[src/rtl/despachador_pkg.sv]
// Shared definitions for the two-car hall-call dispatcher: direction codes,
// dispatcher state encoding and default geometry.
package despachador_pkg;

    localparam int N_PISOS_DEF = 4;
    localparam int PISO_W_DEF  = 2;

    localparam logic [1:0] DIR_PARADO = 2'b00;
    localparam logic [1:0] DIR_SUBE   = 2'b01;
    localparam logic [1:0] DIR_BAJA   = 2'b10;

    typedef enum logic [1:0] {
        REPOSO = 2'd0,
        BUSCA  = 2'd1,
        OFRECE = 2'd2
    } estado_t;

endpackage

[src/rtl/despachador_ascensores_elegir.sv]
// Combinational car selection: a car is free when stopped with no offer
// outstanding; the nearer free car wins, car 1 on a tie.
module elegir_ascensor
    import despachador_pkg::*;
#(
    parameter int PISO_W = PISO_W_DEF
) (
    input  logic [PISO_W-1:0] objetivo,
    input  logic [PISO_W-1:0] piso_asc_1,
    input  logic [PISO_W-1:0] piso_asc_2,
    input  logic [1:0]        direccion_asc_1,
    input  logic [1:0]        direccion_asc_2,
    input  logic              valido_asc_1,
    input  logic              valido_asc_2,
    output logic              elige_asc_2,
    output logic              hay_libre
);

    function automatic logic [PISO_W-1:0] distancia(input logic [PISO_W-1:0] a,
                                                    input logic [PISO_W-1:0] b);
        return (a >= b) ? (a - b) : (b - a);
    endfunction

    logic libre_1, libre_2;
    logic [PISO_W-1:0] dist_1, dist_2;

    always_comb begin
        libre_1     = (direccion_asc_1 == DIR_PARADO) && !valido_asc_1;
        libre_2     = (direccion_asc_2 == DIR_PARADO) && !valido_asc_2;
        dist_1      = distancia(piso_asc_1, objetivo);
        dist_2      = distancia(piso_asc_2, objetivo);
        hay_libre   = libre_1 || libre_2;
        elige_asc_2 = 1'b0;
        if (libre_1 && libre_2)
            elige_asc_2 = (dist_2 < dist_1);
        else if (libre_2)
            elige_asc_2 = 1'b1;
    end

endmodule

[src/rtl/despachador_ascensores.sv]
// Hall-call dispatcher: latches button calls, scans them round-robin and offers
// each to the nearest idle car. Optional macro DESPACHO_TIMEOUT_EN adds an ack timeout.
module despachador_ascensores
    import despachador_pkg::*;
#(
    parameter int N_PISOS  = N_PISOS_DEF,
    parameter int PISO_W   = PISO_W_DEF,
    parameter int T_ESPERA = 16
) (
    input  logic                 clk,
    input  logic                 rst_n,
    input  logic [N_PISOS-1:0]   llamada_sub,
    input  logic [N_PISOS-1:0]   llamada_baj,
    input  logic [PISO_W-1:0]    piso_asc_1,
    input  logic [PISO_W-1:0]    piso_asc_2,
    input  logic [1:0]           direccion_asc_1,
    input  logic [1:0]           direccion_asc_2,
    input  logic                 puertas_abiertas_asc_1,
    input  logic                 puertas_abiertas_asc_2,
    input  logic                 destino_ack_asc_1,
    input  logic                 destino_ack_asc_2,
    output logic [PISO_W-1:0]    destino_asc_1,
    output logic [PISO_W-1:0]    destino_asc_2,
    output logic                 destino_valido_asc_1,
    output logic                 destino_valido_asc_2,
    output logic [2*N_PISOS-1:0] pendientes
);

    localparam int N2    = 2 * N_PISOS;
    localparam int PTR_W = $clog2(N2);

    estado_t           estado, estado_sig;
    logic [PTR_W-1:0]  ptr, ptr_sig, ptr_inc;
    logic              car_sel, car_sel_sig;
    logic [PISO_W-1:0] dest_1_sig, dest_2_sig, objetivo, piso_i;
    logic [N2-1:0]     pend_sig, servido, borra_ack;
    logic              elige_asc_2, hay_libre, ack_sel, borra, vence;

    assign destino_valido_asc_1 = (estado == OFRECE) && !car_sel;
    assign destino_valido_asc_2 = (estado == OFRECE) && car_sel;
    assign objetivo = PISO_W'(32'(ptr) % N_PISOS);
    assign ptr_inc  = (ptr == PTR_W'(N2 - 1)) ? '0 : ptr + 1'b1;
    assign ack_sel  = car_sel ? destino_ack_asc_2 : destino_ack_asc_1;

    elegir_ascensor #(.PISO_W(PISO_W)) u_elegir (
        .objetivo        (objetivo),
        .piso_asc_1      (piso_asc_1),
        .piso_asc_2      (piso_asc_2),
        .direccion_asc_1 (direccion_asc_1),
        .direccion_asc_2 (direccion_asc_2),
        .valido_asc_1    (destino_valido_asc_1),
        .valido_asc_2    (destino_valido_asc_2),
        .elige_asc_2     (elige_asc_2),
        .hay_libre       (hay_libre)
    );

`ifdef DESPACHO_TIMEOUT_EN
    localparam int CNT_W = $clog2(T_ESPERA + 1);
    logic [CNT_W-1:0] cnt;

    always_ff @(posedge clk or negedge rst_n) begin
        if (!rst_n)
            cnt <= '0;
        else if (estado != OFRECE)
            cnt <= '0;
        else
            cnt <= cnt + 1'b1;
    end

    assign vence = (cnt == CNT_W'(T_ESPERA - 1));
`else
    assign vence = 1'b0;
`endif

    // A stopped car with open doors serves any call on its floor directly
    always_comb begin
        servido   = '0;
        borra_ack = '0;
        piso_i    = '0;
        for (int i = 0; i < N2; i++) begin
            piso_i     = PISO_W'(i % N_PISOS);
            servido[i] = ((direccion_asc_1 == DIR_PARADO) && puertas_abiertas_asc_1 && (piso_asc_1 == piso_i))
                      || ((direccion_asc_2 == DIR_PARADO) && puertas_abiertas_asc_2 && (piso_asc_2 == piso_i));
        end
        borra_ack[ptr] = borra;
        pend_sig = (pendientes & ~(servido | borra_ack)) | {llamada_baj, llamada_sub};
    end

    always_comb begin
        estado_sig  = estado;
        ptr_sig     = ptr;
        car_sel_sig = car_sel;
        dest_1_sig  = destino_asc_1;
        dest_2_sig  = destino_asc_2;
        borra       = 1'b0;
        case (estado)
            REPOSO: if (|pendientes) estado_sig = BUSCA;
            BUSCA: begin
                if (pendientes == '0) begin
                    estado_sig = REPOSO;
                end else if (pendientes[ptr] && hay_libre) begin
                    estado_sig  = OFRECE;
                    car_sel_sig = elige_asc_2;
                    if (elige_asc_2) dest_2_sig = objetivo;
                    else             dest_1_sig = objetivo;
                end else begin
                    ptr_sig = ptr_inc;
                end
            end
            OFRECE: begin
                if (ack_sel) begin
                    borra      = 1'b1;
                    ptr_sig    = ptr_inc;
                    estado_sig = REPOSO;
                end else if (vence) begin
                    ptr_sig    = ptr_inc;
                    estado_sig = REPOSO;
                end
            end
            default: estado_sig = REPOSO;
        endcase
    end

    always_ff @(posedge clk or negedge rst_n) begin
        if (!rst_n) begin
            estado        <= REPOSO;
            ptr           <= '0;
            car_sel       <= 1'b0;
            destino_asc_1 <= '0;
            destino_asc_2 <= '0;
            pendientes    <= '0;
        end else begin
            estado        <= estado_sig;
            ptr           <= ptr_sig;
            car_sel       <= car_sel_sig;
            destino_asc_1 <= dest_1_sig;
            destino_asc_2 <= dest_2_sig;
            pendientes    <= pend_sig;
        end
    end

endmodule
[config.mk]
export PLATFORM = sky130hd
export DESIGN_NAME = despachador_ascensores
export DESIGN_NICKNAME = d
export VERILOG_FILES = /design/src/rtl/despachador_pkg.sv /design/src/rtl/despachador_ascensores_elegir.sv /design/src/rtl/despachador_ascensores.sv
export SDC_FILE = /design/constraint.sdc
export NUM_CORES = 1
export LEC_CHECK = 0
export ABC_AREA = 0
export BUFFER_PORTS_ARGS = -buffer_cell sky130_fd_sc_hd__buf_4
export CORE_MARGIN = 10
export CORE_UTILIZATION = 55
export CTS_CLUSTER_DIAMETER = 120
export CTS_CLUSTER_SIZE = 20
export DETAILED_ROUTE_END_ITERATION = 16
export GPL_TIMING_DRIVEN = 0
export PLACE_DENSITY_LB_ADDON = 0.2
export SYNTH_ARGS = -nofsm -noshare
export SYNTH_HDL_FRONTEND = slang
export SYNTH_HIERARCHICAL = 1
export SYNTH_SLANG_ARGS = --single-unit
export TNS_END_PERCENT = 1
[constraint.sdc]
create_clock -name clk -period 4.23 [get_ports clk]
set_input_delay 0.2115 -clock clk [delete_from_list [all_inputs] [get_ports clk]]
set_output_delay 0.2115 -clock clk [all_outputs]
set_load 0.02 [all_outputs]
==> results of run 1 <==
-- layer usage --
metal	wire length, µm	part of all wire [%]	vias up
met5	0	0	-
met4	46	1.4	0
met3	283	8.5	5
met2	1640	49	30
met1	1360	41	530
li1	-	-	550
-- cell type report --
class	count	area, µm²	share of cell area (%)
Clock buffer	4	36.3	2.19
Buffer	2	16.3	0.980
Inverter	10	37.5	2.26
Sequential cell	18	450	27.1
Timing Repair Buffer	36	273	16.4
Multi-Input combinational cell	102	812	48.9
Tap cell	28	35.0	2.11
-- what timing repair did --
item                                    CTS  global route
endpoints found under the setup margin    0             0
hold buffers                              1             0
hold endpoints to repair                 18             0
-- report_power, final --
part	internal, W	switching (W)	total [W]
clock network	0.0000527	0.0000569	0.000110
registers	0.000228	0.0000571	0.000285
logic	0.000279	0.000292	0.000572
total	0.000560	0.000406	0.000967
-- worst paths after layout --
path	end	from	slack, ps	cells after the start
setup / recovery	destino_asc_2[0]	ptr[0]	1440	10
hold / removal	pendientes[3]	llamada_sub[3]	80	2
setup reg to reg	destino_asc_2[0]	ptr[0]	1440	10
hold reg to reg	destino_asc_2[1]	destino_asc_2[1]	510	1
max in group asynchronous	pendientes[3]	rst_n	3740	2
min in group asynchronous	pendientes[2]	rst_n	290	2
-- through the flow --
step	hold WS (ps)	total power [W]
6_report	84.9	0.000967
5_1_grt	81.9	0.00105
4_1_cts	86.7	0.000968
3_5_place_dp	91.2	0.000858
3_3_place_gp	87.8	0.000819
2_1_floorplan	-84.1	0.000683
-- worst register-to-register path, cell delays in order, from the launching register on --
cell and delay, ps:
dfrtp_1 470, ha_1 190, inv_1 50, fa_1 400
nor4b_1 280, nor3_1 90, ha_1 300, a21oi_1 190
o21a_1 160, and3_2 220, mux2_1 340
-- cells by family after synthesis --
| group | count (synthesis) | synth area share [%] |
|---|---|---|
| simple gates | 48 | 19.7 |
| compound gates | 24 | 12.9 |
| flops | 18 | 34.2 |
| mux | 15 | 13.7 |
| fa+ha+maj | 15 | 15.4 |
| buf+inv | 12 | 4.09 |
-- layout by cell type, fill, tap and decap left out, types with 2 or more instances in the layout --
cell type | Yosys | final
mux2_2 | 3 | 3
nand2b_1 | 3 | 3
mux2_4 | 2 | 2
nor4_1 | 2 | 2
and2_1 | 2 | 2
nor3b_1 | 2 | 2
nor2b_1 | 3 | 3
nor2_1 | 9 | 9
a21oi_1 | 7 | 7
nand3_1 | 4 | 4
inv_1 | 10 | 10
nor3_1 | 2 | 2
buf_4 | 0 | 35
clkbuf_4 | 0 | 3
fa_1 | 2 | 2
mux2i_1 | 6 | 6
mux2_1 | 3 | 3
ha_1 | 13 | 13
nand2_1 | 15 | 15
dfrtp_1 | 18 | 18
a31o_2 | 8 | 8
-- registers in the layout, indices dropped and copies added (netlist names) --
signal / flops
car_sel: 1
destino_asc_1: 2
destino_asc_2: 2
estado: 2
pendientes: 8
ptr: 3
==> results_dict.tcl, run 1 <==
set metrics [dict create \
    outcome "finished, final reports clean" \
    cp_slowest_cell "dfrtp_1" \
    gp_routability_congestion 0.861 \
    wl_per_cell_um 16.6 \
    place_ws_ps 1470 \
    setup_slack_ps 1440 \
    fin_setup_tns_ps 0 \
    seq_area_frac_synth_pct 34.2 \
    setup_viol 0 \
    ant_nets 0 \
    dp_hpwl_mm 2.71 \
    worstPathArrival_ps 2990 \
    drc 0 \
    start_util_pct 58.4 \
    antennaDiodeCount 0 \
    slew_headroom_pct 66.2 \
    post_cts_resized 0 \
    hold_viol 0 \
    fin_crit_ps 2790 \
    dpl_cell_area_um2 1610 \
    netlist_top_cells_count "18 x dfrtp_1, 15 x nand2_1, 13 x ha_1, 10 x inv_1, 9 x nor2_1" \
    leakage_nw 0.775 \
    synth_top_flop_cell "dfrtp_1" \
    top_usage_layer "met2" \
    grt_util_met1_pct 17.0 \
    synthCells 132 \
    numCtsBuffers 3 \
    portBuffers 35 \
    die_w_um 68.9 \
    syn-cell-area_um2 1320 \
    clkLatencyLatePin_ps 310 \
    core_um2 2250 \
    synthArstFlopShare_pct 100 \
    grt_usage_pct 15.0 \
    first_global_vias 1181 \
    cpMostUsedCell "ha_1" \
    rsz0062_at_grt "no" \
    io_pins 36 \
    synth_most_common_cell "dfrtp_1" \
    grt_overflow_total 0 \
    critPathMaxFanout 5 \
    timing.fmax_mhz 358 \
    crit_path_end_kind "flip-flop" \
    first_pass_iters 4 \
    post-route-period-util_pct 66.0 \
    cts_sinks 18 \
    fillCellCount 182 \
    netlist_top_cells_area "dfrtp_1 34%, ha_1 12%, a31o_2 5.3%" \
    crit_chain "ha_1, inv_1, fa_1, nor4b_1, nor3_1, ha_1, a21oi_1, o21a_1, and3_2, mux2_1" \
    grt_pass1_wl_mm 5.35 \
    die_area_um2 4750 \
    num_rows 17 \
    max_stage_delay_ps 470 \
    detailroute.via_count 1115 \
    syn_avg_cell_area_um2 9.97 \
    drive_gt1_share_pct 34.3 \
    yosysWarnings 6 \
    grt_max_degree 19 \
    maxCapViolCount 0 \
    htree_levels 1 \
    cts_setup_buffers 0 \
    grt_use_met3_pct 4.83 \
    synth_edf_count 0 \
    synth_top_cell_by_area "dfrtp_1" \
    final_area_um2 1660 \
    cp_num_buf_inv 1 \
    synth_seq_cells 18 \
    utilization_pct 73.6 \
    irDropWorstVdd_uv 477 \
    power.density_nw_per_um2 582 \
    start_kind "flip-flop" \
    final_nets 210 \
    first_iter_violations 48 \
    viasPerCell 5.58 \
    grt_antenna_before_repair 0 \
    dp_cells 195 \
    die_h_um 68.9 \
    clockRootBuffer "clkbuf_4" \
    netlist.area_leader.share_pct 34.2 \
    finalMaxSlewViolations 0 \
    layout.cells.non_filler 200 \
    skew_ps 0.815 \
    drt_wl_total_mm 3.33 \
    criticalPathCategory "flip-flop to flip-flop" \
    syn_nets 169 \
    min_path_type "input pin to flip-flop" \
    required_ps 4420 \
    tightest_slew_ps 505 \
    grt_use_met2_pct 25.8 \
    cts.path.max_buffers 2 \
    critPathTopFamily "adder cells" \
    area_growth_pct 26.1 \
    yosysUniqueCellTypes 37 \
    path_clk_slew_ps 100 \
    cts_tree "done" \
]
Power figures use the tool's default switching activity.
==> run 2, diff against run 1 <==
--- a/config.mk
+++ b/config.mk
@@ -5,10 +5,10 @@
 export SDC_FILE = /design/constraint.sdc
 export NUM_CORES = 1
 export LEC_CHECK = 0
-export ABC_AREA = 0
+export ABC_AREA = 1
 export BUFFER_PORTS_ARGS = -buffer_cell sky130_fd_sc_hd__buf_4
 export CORE_MARGIN = 10
-export CORE_UTILIZATION = 55
+export CORE_UTILIZATION = 53
 export CTS_CLUSTER_DIAMETER = 120
 export CTS_CLUSTER_SIZE = 20
 export DETAILED_ROUTE_END_ITERATION = 16
==> constraint.sdc (replaced) <==
create_clock -name clk -period 2.6 [get_ports clk]
set_input_delay 0.13 -clock clk [delete_from_list [all_inputs] [get_ports clk]]
set_output_delay 0.13 -clock clk [all_outputs]
set_load 0.02 [all_outputs]
==> run 2 against run 1 <==
  * Hold slack got worse by 78 ps
  * Routed wire length increased by 8.6%
  * Clock power increased by 60%
  * Sequential cell count unchanged
  * Cell area increased by 8.4%
  * Non-clock buffer count increased by 3
  * Die area increased by 8.1%
==> results_dict.tcl, run 2 <==
set metrics [dict create \
    outcome "finished, final reports clean" \
    first_global_vias 1431 \
    setup_viol 0 \
    grt_overflow_total 0 \
    core_um2 2520 \
    cts_tree "done" \
    netlist_top_cells_count "61 x nand2_1, 30 x inv_1, 18 x dfrtp_1, 16 x nor2_1, 13 x ha_1" \
    power.density_nw_per_um2 905 \
    crit_path_end_kind "flip-flop" \
    synthArstFlopShare_pct 100 \
    htree_levels 1 \
    tightest_slew_ps 934 \
    dpl_cell_area_um2 1720 \
    grt_max_degree 19 \
    gp_routability_congestion 0.813 \
    dp_hpwl_mm 3.00 \
    first_pass_iters 4 \
    netlist.area_leader.share_pct 31.8 \
    fin_crit_ps 2440 \
    criticalPathCategory "flip-flop to flip-flop" \
    start_util_pct 56.1 \
    required_ps 2790 \
    irDropWorstVdd_uv 688 \
    die_w_um 71.7 \
    syn-cell-area_um2 1420 \
    ant_nets 0 \
    utilization_pct 71.4 \
    layout_common_cells "61 x nand2_1, 38 x buf_4, 30 x inv_1" \
    num_rows 18 \
    io_pins 36 \
    antennaDiodeCount 0 \
    clockRootBuffer "clkbuf_4" \
    min_path_type "input pin to flip-flop" \
    synth_most_common_cell "nand2_1" \
    final_nets 274 \
    start_kind "flip-flop" \
    crit_path_start "ptr[0]" \
    seq_area_frac_synth_pct 31.8 \
    hold_viol 0 \
    maxCapViolCount 0 \
    worstPathArrival_ps 2630 \
    grt_usage_pct 14.2 \
    cts.path.max_buffers 2 \
    top_register "pendientes" \
    largest_reg_flops 8 \
    portBuffers 35 \
    grt_pass1_wl_mm 6.22 \
    yosysWarnings 6 \
    critPathMaxFanout 5 \
    clkLatencyLatePin_ps 300 \
    synth_top_flop_cell "dfrtp_1" \
    post-route-period-util_pct 93.8 \
    leakage_nw 1.00 \
    path_clk_slew_ps 110 \
    grt_antenna_before_repair 0 \
    drive_gt1_share_pct 24.2 \
    top_regs "pendientes (8), ptr (3)" \
    area_growth_pct 27.2 \
    rsz0062_at_grt "no" \
    yosysUniqueCellTypes 30 \
    final_area_um2 1800 \
    syn_avg_cell_area_um2 7.37 \
    layout_commonest_cell "nand2_1" \
    netlist_top_cells_area "dfrtp_1 32%, nand2_1 16%, ha_1 11%" \
    fin_setup_tns_ps 0 \
    synth_edf_count 0 \
    regToRegSetupSlack_ps 160 \
    die_h_um 71.7 \
    finalMaxSlewViolations 0 \
    skew_ps 2.83 \
    synthCells 192 \
    drc 0 \
    syn_nets 229 \
    cts_sinks 18 \
    numCtsBuffers 3 \
    drt_wl_total_mm 3.61 \
    hp-start "llamada_sub[3]" \
    die_area_um2 5140 \
    slew_headroom_pct 37.2 \
    viasPerCell 5.19 \
    timing.fmax_mhz 410 \
    dp_cells 257 \
    p_total_w 0.00163 \
    layout.cells.non_filler 266 \
    synth_top_cell_by_area "dfrtp_1" \
    detailroute.via_count 1380 \
    synth_seq_cells 18 \
    first_iter_violations 68 \
    wl_per_cell_um 13.6 \
    r2r_start "ptr[0]" \
]
run 2: final timing paths:
check                              endpoint  cells after the start
min in group asynchronous     pendientes[0]                      2
min                           pendientes[3]                      2
min reg2reg                destino_asc_2[0]                      2
max                        destino_asc_2[1]                     13
max reg2reg                destino_asc_2[1]                     13
max in group asynchronous            ptr[1]                      2
run 2: cell type report:
cell class | count | area, µm²
multi-input combinational | 140 | 826
fill | 204 | 722
sequential | 18 | 453
timing repair buffer | 40 | 305
inverter | 33 | 131
tap | 30 | 37.5
clock buffer | 4 | 36.3
buffer | 1 | 11.3
run 2: kinds of logic (layout without fill, tap and decap cells):
family	Yosys count	after routing	share of synthesized area (%)
fa+ha+maj	15	15	14.3
simple gates	98	98	31.2
flops	18	18	31.8
xor+xnor	2	2	1.24
buf+inv	34	78	10.1
compound gates	25	25	11.3
run 2: report_power, final:
group          switching (W)  leakage (nW)  internal, W  total, W
combinational       0.000614         0.784     0.000409   0.00102
sequential         0.0000712         0.198     0.000359  0.000430
clock              0.0000909        0.0210    0.0000855  0.000176
run 2: stage by stage:
step	hold slack, ps	setup slack [ps]
CTS	0.200	25.8
floorplan	-166	442
global route	0.980	9.76
detailed placement	15.4	9.56
global placement	8.88	173
finish	6.95	161
run 2: timing repair:
action,4_1_cts,5_1_grt
hold buffers,1,1
endpoints found under the hold margin,18,1
setup buffers,0,3
setup endpoints to repair,2,5
gates resized for setup,1,2
cloned,0,0
run 2: per-layer routing:
layer / GRT usage (%) / up-vias / part of all wire (%) / routed length [µm]
met5: 0 / - / 0 / 0
met3: 3.99 / 13 / 4.9 / 178
li1: - / 694 / - / -
met1: 16.2 / 630 / 44 / 1580
met4: 5.38 / 0 / 2.5 / 92
met2: 24.5 / 43 / 49 / 1760
run 2: worst max-delay path, stage by stage, from the launching register on:
cell and delay (ps):
dfrtp_2 430, ha_1 170, inv_1 50, fa_1 390
a21oi_2 160, nand2_1 90, o21ai_1 90, ha_1 250
nand2_1 70, nand2_1 60, a21oi_2 190, nand4_2 200
nand2_1 110, o21ai_1 70
